`src/rtl/mem_addr_gen.sv`:
```
// Registered memory-address source mux with an exception-vector byte fetch sequencer.
// Optional alignment check of selected addresses is built when MEM_ADDR_ALIGN_CHK_EN is defined.
module mem_addr_gen #(
  parameter int ADDR_W   = 32,
  parameter int N_SRC    = 3,
  parameter int VEC_BASE = 253,
  parameter int MEM_LAT  = 1
) (
  input  logic                      clk,
  input  logic                      reset,
  input  logic [2:0]                src_sel,
  input  logic [N_SRC*ADDR_W-1:0]   src_data,
  input  logic                      exc_req,
  input  logic [1:0]                exc_code,
  input  logic [7:0]                mem_rdata,
  output logic [ADDR_W-1:0]         addr_out,
  output logic                      exc_busy,
  output logic                      handler_valid,
  output logic [ADDR_W-1:0]         handler_addr,
  output logic                      sel_err,
  output logic                      addr_misaligned
);

  typedef enum logic [1:0] {S_IDLE, S_WAIT, S_DONE} state_t;

  state_t            state, state_n;
  logic [2:0]        cnt, cnt_n;
  logic [ADDR_W-1:0] addr_n, hnd_n, sel_val;
  logic              busy_n, valid_n, err_n, sel_ok, do_sel, vec_load;

  always_comb begin
    sel_val = '0;
    sel_ok  = 1'b0;
    for (int unsigned i = 0; i < N_SRC; i++) begin
      if (src_sel == 3'(i)) begin
        sel_val = src_data[i*ADDR_W +: ADDR_W];
        sel_ok  = 1'b1;
      end
    end
  end

  always_comb begin
    state_n  = state;
    cnt_n    = cnt;
    addr_n   = addr_out;
    hnd_n    = handler_addr;
    busy_n   = exc_busy;
    valid_n  = 1'b0;
    err_n    = sel_err;
    do_sel   = 1'b0;
    vec_load = 1'b0;
    case (state)
      S_IDLE: begin
        if (exc_req && exc_code != 2'd3) begin
          addr_n   = ADDR_W'(VEC_BASE) + ADDR_W'(exc_code);
          cnt_n    = 3'(MEM_LAT - 1);
          busy_n   = 1'b1;
          vec_load = 1'b1;
          state_n  = S_WAIT;
        end else begin
          if (exc_req) err_n = 1'b1;
          do_sel = 1'b1;
        end
      end
      S_WAIT: begin
        if (cnt == 3'd0) begin
          hnd_n   = ADDR_W'(mem_rdata);
          valid_n = 1'b1;
          busy_n  = 1'b0;
          state_n = S_DONE;
        end else begin
          cnt_n = cnt - 3'd1;
        end
      end
      S_DONE: begin
        do_sel  = 1'b1;
        state_n = S_IDLE;
      end
      default: state_n = S_IDLE;
    endcase
    // Normal selection is shared by IDLE and DONE; a bad select holds addr_out.
    if (do_sel) begin
      if (sel_ok) addr_n = sel_val;
      else        err_n  = 1'b1;
    end
  end

  always_ff @(posedge clk) begin
    if (reset) begin
      state         <= S_IDLE;
      cnt           <= '0;
      addr_out      <= '0;
      exc_busy      <= 1'b0;
      handler_valid <= 1'b0;
      handler_addr  <= '0;
      sel_err       <= 1'b0;
    end else begin
      state         <= state_n;
      cnt           <= cnt_n;
      addr_out      <= addr_n;
      exc_busy      <= busy_n;
      handler_valid <= valid_n;
      handler_addr  <= hnd_n;
      sel_err       <= err_n;
    end
  end

`ifdef MEM_ADDR_ALIGN_CHK_EN
  // Vector byte fetches are exempt; the flag only tracks selected word addresses.
  always_ff @(posedge clk) begin
    if (reset)
      addr_misaligned <= 1'b0;
    else if (vec_load)
      addr_misaligned <= 1'b0;
    else if (do_sel && sel_ok)
      addr_misaligned <= (sel_val[1:0] != 2'b00);
  end
`else
  assign addr_misaligned = 1'b0;
  logic unused_align;
  assign unused_align = vec_load;
`endif

endmodule

```
`config.mk`:
```
export PLATFORM = sky130hd
export DESIGN_NAME = mem_addr_gen
export DESIGN_NICKNAME = d
export VERILOG_FILES = /design/src/rtl/mem_addr_gen.sv
export SDC_FILE = /design/constraint.sdc
export NUM_CORES = 1
export LEC_CHECK = 0
export CORE_AREA = 10 10 82 119
export DETAILED_ROUTE_END_ITERATION = 10
export DIE_AREA = 0 0 92 129
export GPL_ROUTABILITY_DRIVEN = 0
export PLACE_DENSITY = 0.83
export SLEW_MARGIN = 20
export SYNTH_ARGS = -nofsm -noshare
export SYNTH_HDL_FRONTEND = slang
export SYNTH_SLANG_ARGS = --single-unit
```
`constraint.sdc`:
```
create_clock -name clk -period 1.8 [get_ports clk]
set_input_delay 0.18 -clock clk [delete_from_list [all_inputs] [get_ports clk]]
set_output_delay 0.18 -clock clk [all_outputs]
set_load 0.02 [all_outputs]
```
==> reports/metrics.cfg <==
[run_status]
status=completed

[die]
ios=180
die_h_um=129
start_util=0.352
dieArea_sq_um=11900
num_rows=39
die_x_um=92
core_sq_um=7610

[critical_path]
critPathLaunchType=primary input
timing.critical_path.buf_inv=4
critPathSlowestCell=clkdlybuf4s50_1
crit_chain=clkdlybuf4s50_1, ha_2, buf_4, nor4b_4, buf_4, nor3_4, buf_4, a22o_1
cp.required_ps=1980
cp-end-kind=register
arrival_ps=1890
critPathMostFrequentCell=buf_4
worstSetupPathType=primary input to register
path_max_fanout=6
cp_top_family=buffers and inverters
slowest_delay_ps=430

[clocking]
numCtsBuffers=5
clock_latency_ps=280
cts_hold_buf=0
clk_pin_slew_ps=60
cts-root-buf=clkbuf_16
clock_path_buffers=2
ctsHtreeMaxLevel=2
clock-sinks=48
cts_tree=done

[finish]
finalNetCount=587
drive_gt1_frac=0.102
utilization=0.590
design_area_sq_um=4490
area_growth_pct=67.9
fillerInstances=661
num_antenna_cells=0

[routing]
m1WireLength_mm=3.99
vias=2769
drc=0
finalWirelength_mm=10.2
top_layer=met4
drt_first_pass_iters=4
wl_met3_um=787
wire_per_inst_um=17.8
drt_iter0_drc=70
via_per_inst=4.83
ant_nets=0
wl_met2_mm=5.30

[pwr]
leakagePower_nw=1.80
peakVddDrop_v=0.000444
total_power_w=0.00297
powerDensity_nw_per_um2=660

[sta]
fmax_mhz=583
clock_skew_ps=4.47
slew_viol_final=0
post-route-period-util=0.954
post-route-min-period_ps=1720
finalSetupViolations=0
rsz0062_at_grt=yes
fin_ws_ps=83.6
hold_viol=0

[global_route]
grt_usage=0.165
grt_pass1_vias=2924
grt_max_degree=36
grt_first_pass_wirelength_mm=15.7
antenna_found_initial=0
grt_overflow_total=0

[min_path]
min_path_type=primary input to register

[synth]
synth_ff_type=dfxtp_1
synth.avg_cell_area_sq_um=8.69
synthTopCellsByCount=nand2_1 (50), dfxtp_1 (48), o21ai_0 (31), buf_4 (26), mux2i_1 (26)
synth_area_sq_um=2680
synthDominantCellAreaShare=0.359
yosys-top-cells-area=dfxtp_1 (36%), mux2i_1 (9.7%), buf_4 (7.3%)
yosysUniqueCellTypes=33
ys_ff_latch=48
synthArstFlopShare=0
synth-edff-count=0
syn_inst=308
synth-warning-count=0
synth_top_cell_by_area=dfxtp_1
synth_most_common_cell=nand2_1
ys_seq_area_frac=0.359

[place]
dpl.hpwl_mm=8.40
io_buffers=154
pre_cts_slack_ps=-517
dpl_cell_area_sq_um=4320

[flow_run]
maxCapViolCount=0

-- what timing repair did --
item / 4_1_cts / 5_1_grt
cloned: 1 / 0
endpoints found under the setup margin: 28 / 22
pin swaps: 2 / 2
resized for setup: 2 / 1
buffers inserted: 3 / 0
-- placed cells by master (no fill, tap or decap), types with 6 or more instances in the layout --
cell type,instances
conb_1,25
buf_4,20
a21oi_1,19
nand2_1,50
clkdlybuf4s50_1,153
a22o_1,22
mux2_2,8
nand2b_1,10
mux2i_1,26
dfxtp_1,48
o21ai_0,31
a22oi_1,6
nor2_1,10
-- final timing paths --
kind / slack [ps] / endpoint / cells after the start / startpoint
max: 80 / addr_out[27]$_SDFF_PP0_ / 8 / exc_code[1]
min: 350 / addr_out[11]$_SDFF_PP0_ / 4 / src_sel[1]
max reg2reg: 240 / addr_out[31]$_SDFF_PP0_ / 4 / state[1]$_SDFFE_PP0P_
min reg2reg: 450 / handler_addr[5]$_SDFFE_PP0P_ / 2 / handler_addr[5]$_SDFFE_PP0P_
-- per-layer routing --
layer / GRT usage / vias up
met5: 0 / -
met4: 0.0392 / 0
met3: 0.0611 / 9
met2: 0.302 / 116
met1: 0.173 / 1282
li1: - / 1362
-- stage by stage --
| step | hold slack [ps] | setup TNS (ps) | cells |
|---|---|---|---|
| finish | 350 | 0 | 573 |
| global route | 399 | -8.93 | 573 |
| CTS | 354 | 0 | 573 |
| detailed placement | 448 | -13670 | 562 |
| global placement | 441 | -10020 | 562 |
| floorplan | 316 | 0 | 332 |
-- registers in the layout, summed over array words and instances, names as in the netlist --
name           cells
sel_err            1
handler_valid      1
addr_out          32
exc_busy           1
handler_addr       8
cnt                3
state              2
-- report_power, final --
| group | internal (W) | switching (W) |
|---|---|---|
| registers | 0.00113 | 0.0000435 |
| clock network | 0.000505 | 0.000376 |
| logic | 0.000492 | 0.000416 |
| total | 0.00213 | 0.000836 |
-- cell type report --
class                      count  area, sq um  share of cell area
clock inverter                 1         5.00             0.00111
inverter                       4         15.0             0.00334
clock buffer                   6          129              0.0287
sequential                    48          961               0.214
timing repair buffer         176         1730               0.384
tap                          102          128              0.0284
multi-input combinational    236         1530               0.340
-- kinds of logic (layout without fill, tap and decap cells) --
family / after synthesis / count (layout) / share of synthesized area
AND/OR/NAND/NOR: 83 / 84 / 0.164
flip-flops: 48 / 48 / 0.359
multiplexers: 34 / 34 / 0.131
other: 1 / 25 / 0.00140
adder cells (fa/ha/maj): 4 / 4 / 0.0187
AO/OA/AOI/OAI: 89 / 89 / 0.214
buffers and inverters: 49 / 187 / 0.112
-- tightest hold or removal path, stage by stage --
cell      delay [ps]
buf_2            180
nor2b_2           80
nand2_1           70
a221oi_1          70
No activity file was read; power rests on OpenSTA's default activity.
